==> config.mk <==
export PLATFORM = sky130hd
export DESIGN_NAME = adc_ad4003_ctrl_flat
export DESIGN_NICKNAME = d
export VERILOG_FILES = /design/src/rtl/adc_ad4003_ctrl_if.sv /design/src/rtl/adc_ad4003_ctrl.sv /design/src/flat_wrapper.sv
export SDC_FILE = /design/constraint.sdc
export NUM_CORES = 1
export LEC_CHECK = 0
export ABC_AREA = 1
export BUFFER_PORTS_ARGS = -buffer_cell sky130_fd_sc_hd__clkbuf_2
export CAP_MARGIN = 20
export CORE_MARGIN = 1.5
export CORE_UTILIZATION = 40
export CTS_BUF_LIST = sky130_fd_sc_hd__clkbuf_8 sky130_fd_sc_hd__clkbuf_16
export DETAILED_ROUTE_END_ITERATION = 8
export HOLD_SLACK_MARGIN = 0.02
export PLACE_DENSITY = 0.58
export SLEW_MARGIN = 5
export SYNTH_ARGS = -nofsm -noshare
export SYNTH_HDL_FRONTEND = slang
export SYNTH_SLANG_ARGS = --single-unit
==> constraint.sdc <==
create_clock -name adc_clk -period 2.4 [get_ports adc_clk]
set_input_delay 0.48 -clock adc_clk [delete_from_list [all_inputs] [get_ports adc_clk]]
set_output_delay 0.48 -clock adc_clk [all_outputs]
set_load 0.01 [all_outputs]
==> src/rtl/adc_ad4003_ctrl_if.sv <==
// adc_ad4003_ctrl_if: acquisition control and status bundle for the AD4003 sequencer
interface adc_ad4003_ctrl_if;
    logic        acq_en;
    logic        adc_cnv;
    logic        sck_en;
    logic        reader_en_sync;
    logic        data_valid;
    logic        busy;
    logic        overrun;
    logic [31:0] sample_cnt;
    modport master (
        input  acq_en,
        output adc_cnv, sck_en, reader_en_sync, data_valid, busy, overrun, sample_cnt
    );
    modport slave (
        output acq_en,
        input  adc_cnv, sck_en, reader_en_sync, data_valid, busy, overrun, sample_cnt
    );
endinterface

==> src/rtl/adc_ad4003_ctrl.sv <==
// adc_ad4003_ctrl: paces AD4003 conversions and sequences CNV, SCK forwarding and shift-register readout
module adc_ad4003_ctrl #(
    parameter int ADC_DATA_WIDTH  = 18,
    parameter int CNV_HIGH_CYCLES = 2,
    parameter int CONV_CYCLES     = 24,
    parameter int READ_LAT        = 4,
    parameter int SAMPLE_PERIOD   = 80,
    parameter int TCQ             = 1
) (
    input logic                adc_clk,
    input logic                rst,
    adc_ad4003_ctrl_if.master  bus
);
    localparam int TW = $clog2(CONV_CYCLES + ADC_DATA_WIDTH + READ_LAT + 2);
    localparam int PW = $clog2(SAMPLE_PERIOD + 1);
    localparam logic [TW-1:0] T_CNV   = TW'(CNV_HIGH_CYCLES);
    localparam logic [TW-1:0] T_CONV  = TW'(CONV_CYCLES);
    localparam logic [TW-1:0] T_READ  = TW'(CONV_CYCLES + ADC_DATA_WIDTH);
    localparam logic [TW-1:0] T_DRAIN = TW'(CONV_CYCLES + ADC_DATA_WIDTH + READ_LAT);
    localparam logic [PW-1:0] P_LAST  = PW'(SAMPLE_PERIOD - 1);

    if (CONV_CYCLES <= CNV_HIGH_CYCLES) begin : g_bad_conv
        $error("CONV_CYCLES must be greater than CNV_HIGH_CYCLES");
    end
    if (READ_LAT < 0) begin : g_bad_lat
        $error("READ_LAT must be at least 0");
    end
    if (CNV_HIGH_CYCLES < 1) begin : g_bad_cnv
        $error("CNV_HIGH_CYCLES must be at least 1");
    end
    if (TCQ < 0) begin : g_bad_tcq
        $error("TCQ must be non-negative");
    end

    typedef enum logic [2:0] {IDLE, CNV, WAIT, READ, DRAIN, DONE} state_t;

    state_t         state, state_nxt;
    logic [PW-1:0]  per_cnt;
    logic [TW-1:0]  t_cnt;
    logic           tick;

    assign tick = bus.acq_en && per_cnt == '0 && !rst;

    // period counter: held at 0 while disabled so re-enabling ticks immediately
    always_ff @(posedge adc_clk)
        if (rst || !bus.acq_en) per_cnt <= '0;
        else per_cnt <= per_cnt == P_LAST ? '0 : per_cnt + 1'b1;

    // state register plus frame-relative cycle count (t_cnt equals t from t=1 on)
    always_ff @(posedge adc_clk)
        if (rst) begin
            state <= IDLE;
            t_cnt <= '0;
        end else begin
            state <= state_nxt;
            t_cnt <= state == IDLE ? TW'(1) : t_cnt + 1'b1;
        end

    // next-state decode and frame-phase outputs
    always_comb begin
        state_nxt      = state;
        bus.adc_cnv    = 1'b0;
        bus.sck_en     = 1'b0;
        bus.data_valid = 1'b0;
        bus.busy       = tick || state != IDLE;
        case (state)
            IDLE:  if (tick) state_nxt = CNV;
            CNV: begin
                bus.adc_cnv = 1'b1;
                if (t_cnt == T_CNV) state_nxt = WAIT;
            end
            WAIT:  if (t_cnt == T_CONV) state_nxt = READ;
            READ: begin
                bus.sck_en = 1'b1;
                if (t_cnt == T_READ) state_nxt = READ_LAT == 0 ? DONE : DRAIN;
            end
            DRAIN: if (t_cnt == T_DRAIN) state_nxt = DONE;
            DONE: begin
                bus.data_valid = 1'b1;
                state_nxt      = IDLE;
            end
            default: state_nxt = IDLE;
        endcase
    end

    if (READ_LAT == 0) begin : g_no_lat
        assign bus.reader_en_sync = bus.sck_en;
    end else begin : g_lat
        logic [READ_LAT-1:0] dly;
        // delay line matching the SCK round trip and SDO output delay
        always_ff @(posedge adc_clk)
            dly <= rst ? '0 : (dly << 1) | READ_LAT'(bus.sck_en);
        assign bus.reader_en_sync = dly[READ_LAT-1];
    end

    // sticky overrun on a tick that finds a frame in flight; completed-frame counter
    always_ff @(posedge adc_clk)
        if (rst) begin
            bus.overrun    <= 1'b0;
            bus.sample_cnt <= '0;
        end else begin
            if (tick && state != IDLE) bus.overrun <= 1'b1;
            if (state == DONE) bus.sample_cnt <= bus.sample_cnt + 1'b1;
        end
endmodule

==> src/flat_wrapper.sv <==
// flat-port wrapper written by rule: the top's interface ports become plain ports
module adc_ad4003_ctrl_flat 
#(
    parameter int ADC_DATA_WIDTH  = 18,
    parameter int CNV_HIGH_CYCLES = 2,
    parameter int CONV_CYCLES     = 24,
    parameter int READ_LAT        = 4,
    parameter int SAMPLE_PERIOD   = 80,
    parameter int TCQ             = 1
)
  (adc_clk, rst, bus_acq_en, bus_adc_cnv, bus_sck_en, bus_reader_en_sync, bus_data_valid, bus_busy, bus_overrun, bus_sample_cnt);
  adc_ad4003_ctrl_if bus_i ();
  input logic adc_clk;
  input logic rst;
  input wire logic [$bits(bus_i.acq_en)-1:0] bus_acq_en;
  output wire logic [$bits(bus_i.adc_cnv)-1:0] bus_adc_cnv;
  output wire logic [$bits(bus_i.sck_en)-1:0] bus_sck_en;
  output wire logic [$bits(bus_i.reader_en_sync)-1:0] bus_reader_en_sync;
  output wire logic [$bits(bus_i.data_valid)-1:0] bus_data_valid;
  output wire logic [$bits(bus_i.busy)-1:0] bus_busy;
  output wire logic [$bits(bus_i.overrun)-1:0] bus_overrun;
  output wire logic [$bits(bus_i.sample_cnt)-1:0] bus_sample_cnt;
  assign bus_i.acq_en = bus_acq_en;
  assign bus_adc_cnv = bus_i.adc_cnv;
  assign bus_sck_en = bus_i.sck_en;
  assign bus_reader_en_sync = bus_i.reader_en_sync;
  assign bus_data_valid = bus_i.data_valid;
  assign bus_busy = bus_i.busy;
  assign bus_overrun = bus_i.overrun;
  assign bus_sample_cnt = bus_i.sample_cnt;
  adc_ad4003_ctrl #(.ADC_DATA_WIDTH(ADC_DATA_WIDTH), .CNV_HIGH_CYCLES(CNV_HIGH_CYCLES), .CONV_CYCLES(CONV_CYCLES), .READ_LAT(READ_LAT), .SAMPLE_PERIOD(SAMPLE_PERIOD), .TCQ(TCQ)) u_core (.adc_clk(adc_clk), .rst(rst), .bus(bus_i));
endmodule
# ---- After elaboration in Yosys (flattened, before gate mapping)
# Cells that the tools add are included.
dict set report word_totals {
  out_inout_bits 38
  regBits 53
}
dict set report classes {
  n_reduce_logical 13
  n_mux 10
  n_bitwise 1
  add_sub_neg 3
  eq_ne 15
}
# cell n
set ops {}
lappend ops {{$add 32x1->32 const B} 1}
lappend ops {{$mux 3} 5}
lappend ops {{$pmux 3 s5} 1}
lappend ops {{$eq 6x6->1 const B} 2}
lappend ops {{$ne 2x1->1 const B} 5}
lappend ops {{$add 7x1->7 const B} 1}
lappend ops {{$eq 7x7->1 const B} 1}
lappend ops {{$logic_not 7->1} 1}
lappend ops {{$add 6x1->6 const B} 1}
lappend ops {{$eq 3x2->1 const B} 2}
lappend ops {{$eq 3x3->1 const B} 2}
lappend ops {{$eq 6x2->1 const B} 1}
lappend ops {{$eq 6x5->1 const B} 1}
lappend ops {{$reduce_and 5->1} 1}
lappend ops {{$mux 1} 4}
lappend ops {{$or 4x1->4} 1}
lappend ops {{$reduce_or 2->1} 2}
lappend ops {{$eq 3x1->1 const B} 1}
lappend ops {{$logic_and 1x1->1} 3}
lappend ops {{$logic_not 3->1} 1}
lappend ops {{$reduce_bool 3->1} 1}
lappend ops {{$logic_not 1->1} 2}
lappend ops {{$logic_or 1x1->1} 2}

# ---- Depth between registers and ports, before layout
# Gate-level depths: netlist (run 1).
dict set report logic_depth {
  depth_word 5
  depth_mapped 11
  mapped_depth_nobuf 11
}

# ---- Worst setup path after synthesis (run 1)
# No wires, ideal clock.
dict set report synth_path {
  path_type {input to output}
  from {in rst}
  to {out bus_busy}
  setup_slack_ns 0.860
  arrival_time_ns 1.060
  stages 6
  n_path_buf 1
  path_cell_list {buf_2 -> inv_2 -> nand2_2 -> nor2_1 -> nand2_1 -> nand2_1}
}
dict set report synth_between {
  elab_chain_cells 3
}
# item line
set synth_lines {}
lappend synth_lines {{start: declaration} flat_wrapper.sv:14} ;# input logic rst;
lappend synth_lines {{$logic_not 1->1} adc_ad4003_ctrl.sv:42} ;# assign tick = bus.acq_en && per_cnt == '0 && !rst;
lappend synth_lines {{$logic_and 1x1->1} adc_ad4003_ctrl.sv:42}
lappend synth_lines {{$logic_or 1x1->1} adc_ad4003_ctrl.sv:65} ;# bus.busy = tick || state != IDLE;
lappend synth_lines {{end: declaration} flat_wrapper.sv:20} ;# output wire logic [$bits(bus_i.busy)-1:0] bus_busy;
# No other way between the ends.

# ---- Final worst setup path (run 1)
dict set report layout_path {
  from {reg u_core.state[2]}
  to {out bus_busy}
}
dict set report layout_between {
  elab_chain_cells 2
}
# item line
set layout_lines {}
lappend layout_lines {{start: declaration} adc_ad4003_ctrl.sv:37} ;# state_t state, state_nxt;
lappend layout_lines {{start signal: assignment} adc_ad4003_ctrl.sv:55} ;# state <= state_nxt;
lappend layout_lines {{$reduce_bool 3->1} adc_ad4003_ctrl.sv:65}
lappend layout_lines {{$logic_or 1x1->1} adc_ad4003_ctrl.sv:65}
# No other way between the ends.

==> results.txt, run 1 <==
----------------------------------------------------
[Clock tree]
  Post-CTS resize count ... 0
  CTS sink cnt ... 53
  Number of levels the H-tree was split into ... 2
  Number of buffers inserted by hold repair at cts ... 0
  Number of buffers created by CTS ... 5
  Clock slew at the register clock pins of the worst setup and hold paths ... 0.09 ns
  Master cell of the clock root buffer ... clkbuf_8
  Buffers inserted by post-CTS timing repair ... 0
  Buffer depth of the longest clock path ... 2
  Clk_lat worst skew ... 0.31 ns
  CTS tree ... done

[Place]
  Final RePlAce weighted congestion ... 0.850
  Half-perimeter wire length of the detailed placement result ... 4710 um
  Count of buffers inserted at the top-level ports ... 40
  Cell area reported after detailed placement ... 0.00302 mm2

[Die]
  Die outline width ... 85.7 um
  Full die area ... 0.00735 mm2
  Count of boundary I/O pins ... 41
  Site row count ... 29
  Die boundary height ... 85.7 um
  Core region area ... 0.00649 mm2
  Starting density of the core ... 0.421

[Synthesis]
  Count of unique library cells instantiated by Yosys ... 29
  Number of standard cells after synthesis ... 415
  Main combinational cell family by area after synthesis ... simple AND/OR/NAND/NOR gates
  Netlist Area Pre-Place ... 0.00274 mm2
  Post-synthesis adder-cell area fraction ... 0.0274
  Number of enable-type register cells in the synthesized netlist ... 0
  Mapped Nets ... 424
  Seq/Total Area, Yosys ... 0.388
  Flip-flop and latch count after synthesis ... 53
  Mean Syn Cell Area ... 6.60 um2
  Warnings, synthesis ... 0
  Post-synthesis compound-gate area fraction ... 0.0878
  Predominant post-synthesis flop cell ... dfxtp_1
  Post-synthesis share of cell area spent on and, or, nand and nor gates ... 0.380
  Post-synthesis xor/xnor area fraction ... 0.0128
  Ys async rst share ... 0
  Share of cell area taken by muxes after synthesis ... 0

[Global routing]
  Number of antenna violations at the first check in global routing ... 0
  Pin count of the biggest net entering global routing ... 28
  Global-route wire length before repair ... 10200 um
  Overall track demand over capacity in global routing ... 0.175
  Vias in the first global route ... 2248
  GRT overflow ... 0

[Pwr]
  Reported leakage power ... 1.35 nW
  Overall power after layout ... 2.04 mW
  Peak VDD IR ... 0.000539 V
  PD cells ... 658 mW/mm2

[Layout]
  Diode insertion count for antenna repair ... 0
  Final instance area ... 0.00310 mm2
  Proportion of layout cells with a drive suffix above 1 ... 0.140
  Synth-to-Final Area Change ... 13.4%
  Number of nets at the end of the flow ... 467

[Route]
  DR vias ... 2606
  Average wire per cell in the routed design ... 11.5 um
  Antenna-violating nets left ... 0
  Total Wirelength ... 6180 um
  DR pass1 iterations ... 4
  Via density ... 4.87
  Number of DRC markers after the initial detailed-route iteration ... 145
  Number of remaining DRC errors ... 0

[Timing]
  Final number of hold-violating endpoints ... 0
  Crit share post-route ... 0.811
  Transition time at the pin with the least slew margin ... 0.731 ns
  Setup repair after global routing missed its margin ... false
  Achievable Freq ... 514 MHz
  Setup violators final ... 0
  Post-route minimum period ... 1.95 ns
  Worst-case headroom to the max-slew limit ... 0.509
  Final-report max-slew violation count ... 0
  Worst clock skew ... 0.00716 ns
  Sum of negative setup slack ... 0 ns

[Run status]
  Status ... completed

[Worst setup path]
  Crit start category ... flip-flop
  Critical path fanouts, max ... 9
  Category of the worst setup path capture point ... primary output
  Endpoint required time on the critical path ... 1.92 ns
  Category of the critical setup timing path ... reg -> out
  Data arrival, critical path ... 1.47 ns

[Hold path]
  Class of the worst hold path ... reg -> reg

[Flow run]
  # Max-Cap Violations ... 0

----------------------------------------------------
-- critical path: stages (launching register included) --
cell and delay, ns:
dfxtp_1 0.41, nor3_1 0.46, nand2_1 0.14, clkbuf_2 0.15
-- final timing paths --
check | end | from | slack (ns) | cells past startpoint
worst max-delay path | bus_busy | u_core.state[2] | 0.45 | 3
worst min-delay path | u_core.g_lat.dly[3] | u_core.g_lat.dly[2] | 0.40 | 2
worst max register to register | u_core.bus.sample_cnt[31] | u_core.state[2] | 0.78 | 7
worst min register to register | u_core.g_lat.dly[3] | u_core.g_lat.dly[2] | 0.40 | 2
-- cell usage after synthesis, types with 6 or more instances --
library cell,count,area (um2)
dfxtp_1,53,1060
nor2_1,76,285
o21ai_0,16,80.1
inv_1,66,248
nand3_1,33,165
nand2_1,85,319
ha_1,6,75.1
nand4_1,8,50.1
nor3_1,13,65.1
a21oi_1,25,125
-- cell families after synthesis --
| group | Yosys count |
|---|---|
| AND/OR/NAND/NOR | 232 |
| AO/OA/AOI/OAI | 46 |
| flip-flops | 53 |
| adder cells (fa/ha/maj) | 6 |
| buffers and inverters | 74 |
| XOR/XNOR | 4 |
-- routing by layer --
layer	track usage	wire length (um)	vias up
met5	0	0	-
met4	0.0557	79	0
met3	0.0327	241	7
met2	0.294	2820	47
met1	0.227	3030	1166
li1	-	-	1386
-- cells in the final DEF, fill, tap and decap left out --
| cell | n |
|---|---|
| a21oi_1 | 25 |
| and2_1 | 1 |
| buf_4 | 2 |
| clkbuf_2 | 40 |
| clkbuf_8 | 6 |
| dfxtp_1 | 53 |
| ha_1 | 6 |
| inv_1 | 67 |
| inv_2 | 2 |
| nand2_1 | 85 |
| nand2_2 | 3 |
| nand3_1 | 33 |
| nand3_4 | 2 |
| nand3b_1 | 1 |
| nand4_1 | 8 |
| nor2_1 | 76 |
| nor2_2 | 3 |
| nor2_4 | 2 |
| nor2_8 | 1 |
| nor3_1 | 13 |
| nor3b_1 | 1 |
| o21a_1 | 2 |
| o21ai_0 | 16 |
| o21ai_1 | 1 |
| o31ai_1 | 2 |
| or2_2 | 3 |
| xnor2_1 | 1 |
| xor2_1 | 3 |
-- state kept, by name (all words and copies together) (netlist names) --
signal / count
u_core.bus.overrun: 1
u_core.bus.sample_cnt: 32
u_core.g_lat.dly: 4
u_core.per_cnt: 7
u_core.state: 3
u_core.t_cnt: 6
-- power by group --
part           internal, mW  switching [mW]  total, mW  leakage [nW]
clock network         0.226           0.289      0.514        0.0485
registers             0.929          0.0805       1.01         0.428
logic                 0.188           0.331      0.519         0.877
total                  1.34           0.701       2.04          1.35
-- stage by stage --
stage,setup slack (ns),utilization,hold slack [ns],cells
after floorplan,0.860,-,0.388,415
after global placement,0.816,0.465,0.391,528
after detailed placement,0.765,0.465,0.396,528
after CTS,0.406,0.478,0.407,535
after global routing,0.307,0.478,0.409,535
final,0.453,0.478,0.397,535
-- area by class of cell --
cell class | count | area (um2)
Clock inverter | 1 | 3.75
Tap cell | 77 | 96.3
Timing Repair Buffer | 42 | 215
Clock buffer | 6 | 82.6
Multi-Input combinational cell | 288 | 1390
Fill cell | 687 | 3390
Sequential cell | 53 | 1060
Inverter | 68 | 255
(Power assumes the default switching activity.)
==> run 2, diff against run 1 <==
- clock period: 2.4 -> 2 ns (I/O delays scaled with it)
==> results.txt, run 2 (synthesis gave the netlist of run 1 again) <==
----------------------------------------------------
[Worst setup path]
  Slowest cell delay on critical path ... 0.50 ns (+0.04 ns)
  Data arrival, critical path ... 1.39 ns (-0.08 ns)
  Critical-path cell with the highest stage delay ... dfxtp_1
  Endpoint required time on the critical path ... 1.60 ns (-0.32 ns)
  Cell Chain, Critical Path ... inv_1 > nor3_1 > clkbuf_2
  Critical path fanouts, max ... 8 (-1)
  Crit start category ... flip-flop
  Category of the critical setup timing path ... reg -> out
  Category of the worst setup path capture point ... primary output

[Timing]
  Final-report max-slew violation count ... 0 (unchanged)
  Post-route minimum period ... 1.79 ns
  Worst hold margin ... 0.342 ns (-0.0552 ns)
  Worst-case headroom to the max-slew limit ... 0.691 (+0.183)
  Worst clock skew ... 0.00636 ns (-0.000798 ns)
  Setup repair after global routing missed its margin ... false
  Transition time at the pin with the least slew margin ... 0.460 ns (-0.271 ns)
  Setup violators final ... 0 (unchanged)
  Crit share post-route ... 0.897
  Achievable Freq ... 557 MHz
  Final number of hold-violating endpoints ... 0 (unchanged)
  Sum of negative setup slack ... 0 ns (unchanged)

[Run status]
  Status ... completed

[Layout]
  Most frequent standard cell in the layout excluding fill and tap cells ... nand2_1
  Synth-to-Final Area Change ... 13.8%
  Diode insertion count for antenna repair ... 0 (unchanged)
  Final instance area ... 0.00312 mm2 (+0.36%)
  Number of nets at the end of the flow ... 469 (+0.43%)
  Number of cells in the finished layout apart from fillers ... 538 (+0.56%)
  Proportion of layout cells with a drive suffix above 1 ... 0.145 (+0.00560)
  Largest registers ... u_core.bus.sample_cnt (32), u_core.per_cnt (7), u_core.t_cnt (6)
  Leading cell types in the layout, fill and taps excluded ... 85 x nand2_1, 76 x nor2_1, 67 x inv_1
  Max FFs per register ... 32 (unchanged)
  Top register by number of flip-flops ... u_core.bus.sample_cnt

[Pwr]
  Peak VDD IR ... 0.000649 V (+20%)
  Overall power after layout ... 2.45 mW (+20%)
  Fraction of power consumed by the clock network ... 0.241 (-0.011)
  Sw Ratio ... 0.346 (+0.00299)
  Switching Power ... 0.849 mW (+21%)
  Portion of total power attributed to combinational logic ... 0.266 (+0.012)
  Internal power consumption ... 1.61 mW (+20%)
  Reported leakage power ... 1.36 nW (+0.73%)
  Power share of the sequential group ... 0.492 (-0.002)
  PD cells ... 788 mW/mm2 (+20%)

[Route]
  Via density ... 4.81 (-1.3%)
  Total Wirelength ... 6280 um (+1.7%)
  Average wire per cell in the routed design ... 11.7 um (+1.1%)
  Number of remaining DRC errors ... 0 (unchanged)
  Antenna-violating nets left ... 0 (unchanged)
  DR pass1 iterations ... 5 (+1)
  Number of DRC markers after the initial detailed-route iteration ... 116 (-20%)
  DR vias ... 2587 (-0.73%)

[Place]
  Half-perimeter wire length of the detailed placement result ... 4800 um (+1.8%)
  Count of buffers inserted at the top-level ports ... 40 (unchanged)
  Cell area reported after detailed placement ... 0.00303 mm2 (+0.50%)
  Final RePlAce weighted congestion ... 0.848 (-0.27%)
  Cell total after placement ... 530 (+0.38%)

[Clock tree]
  Master cell of the clock root buffer ... clkbuf_8
  CTS sink cnt ... 53 (unchanged)
  Number of buffers created by CTS ... 5 (unchanged)
  Clk_lat worst skew ... 0.31 ns (about the same)
  Clock slew at the register clock pins of the worst setup and hold paths ... 0.10 ns (about the same)
  Number of levels the H-tree was split into ... 2 (unchanged)
  CTS tree ... done
  Number of buffers inserted by hold repair at cts ... 0 (unchanged)
  Buffers inserted by post-CTS timing repair ... 0 (unchanged)
  Post-CTS resize count ... 0 (unchanged)
  Buffer depth of the longest clock path ... 2 (unchanged)

[Global routing]
  Global-route wire length before repair ... 10300 um (+1.5%)
  GRT overflow ... 0 (unchanged)
  Pin count of the biggest net entering global routing ... 28 (unchanged)
  Number of antenna violations at the first check in global routing ... 0 (unchanged)
  Vias in the first global route ... 2324 (+3.4%)
  Overall track demand over capacity in global routing ... 0.176 (+0.00112)

[Die]
  Full die area ... 0.00735 mm2 (unchanged)
  Site row count ... 29 (unchanged)
  Count of boundary I/O pins ... 41 (unchanged)
  Die outline width ... 85.7 um (unchanged)
  Core region area ... 0.00649 mm2 (unchanged)
  Die boundary height ... 85.7 um (unchanged)
  Starting density of the core ... 0.421 (unchanged)

[Flow run]
  # Max-Cap Violations ... 0 (unchanged)

[Hold path]
  Class of the worst hold path ... in -> reg

----------------------------------------------------
-- run 2: cell count changes in the layout (fill, tap and decap cells not counted), sizes merged --
cell,delta
clkinv,+2
clkbuf,-1
buf,+2
-- run 2: routing by layer --
metal	vias to the layer above	track usage	wire, um
met5	-	0	0
met4	0	0.0645	67
met3	6	0.0375	283
met2	52	0.291	2860
met1	1135	0.227	3070
li1	1394	-	-
-- run 2: path summary, 6_finish.rpt --
path,cells after the start,startpoint,slack (ns),endpoint
worst max register to register,6,u_core.bus.sample_cnt[13],0.37,u_core.bus.sample_cnt[20]
worst max-delay path,3,u_core.state[0],0.21,bus_adc_cnv
worst min register to register,2,u_core.g_lat.dly[2],0.41,u_core.g_lat.dly[3]
worst min-delay path,3,bus_acq_en,0.34,u_core.per_cnt[2]
-- run 2: area by class of cell --
class | count | area, um2
Timing Repair Buffer | 44 | 230
Fill cell | 708 | 3380
Multi-Input combinational cell | 288 | 1390
Tap cell | 77 | 96.3
Clock inverter | 3 | 13.8
Sequential cell | 53 | 1060
Inverter | 68 | 255
Clock buffer | 5 | 68.8
-- run 2: power by group through the flow --
| stage | sequential, mW | combinational (mW) | clock [mW] |
|---|---|---|---|
| 6_report | 1.21 | 0.653 | 0.592 |
| 5_1_grt | 1.22 | 0.744 | 0.659 |
| 4_1_cts | 1.21 | 0.659 | 0.620 |
| 3_5_place_dp | 1.23 | 0.653 | 0 |
| 3_3_place_gp | 1.23 | 0.660 | 0 |
| 2_1_floorplan | 1.18 | 0.547 | 0 |
-- run 2: through the flow --
stage | utilization | setup WS (ns)
5_1_grt | 0.480 | 0.0922
3_5_place_dp | 0.467 | 0.377
6_report | 0.480 | 0.205
3_3_place_gp | 0.467 | 0.421
2_1_floorplan | - | 0.507
4_1_cts | 0.480 | 0.196
-- run 2: worst max-delay path: cells and delay by family, from the launching register on --
kind / cells / cell delay (ns)
DFF: 1 / 0.50
buffers and inverters: 2 / 0.30
and+or+nand+nor: 1 / 0.29
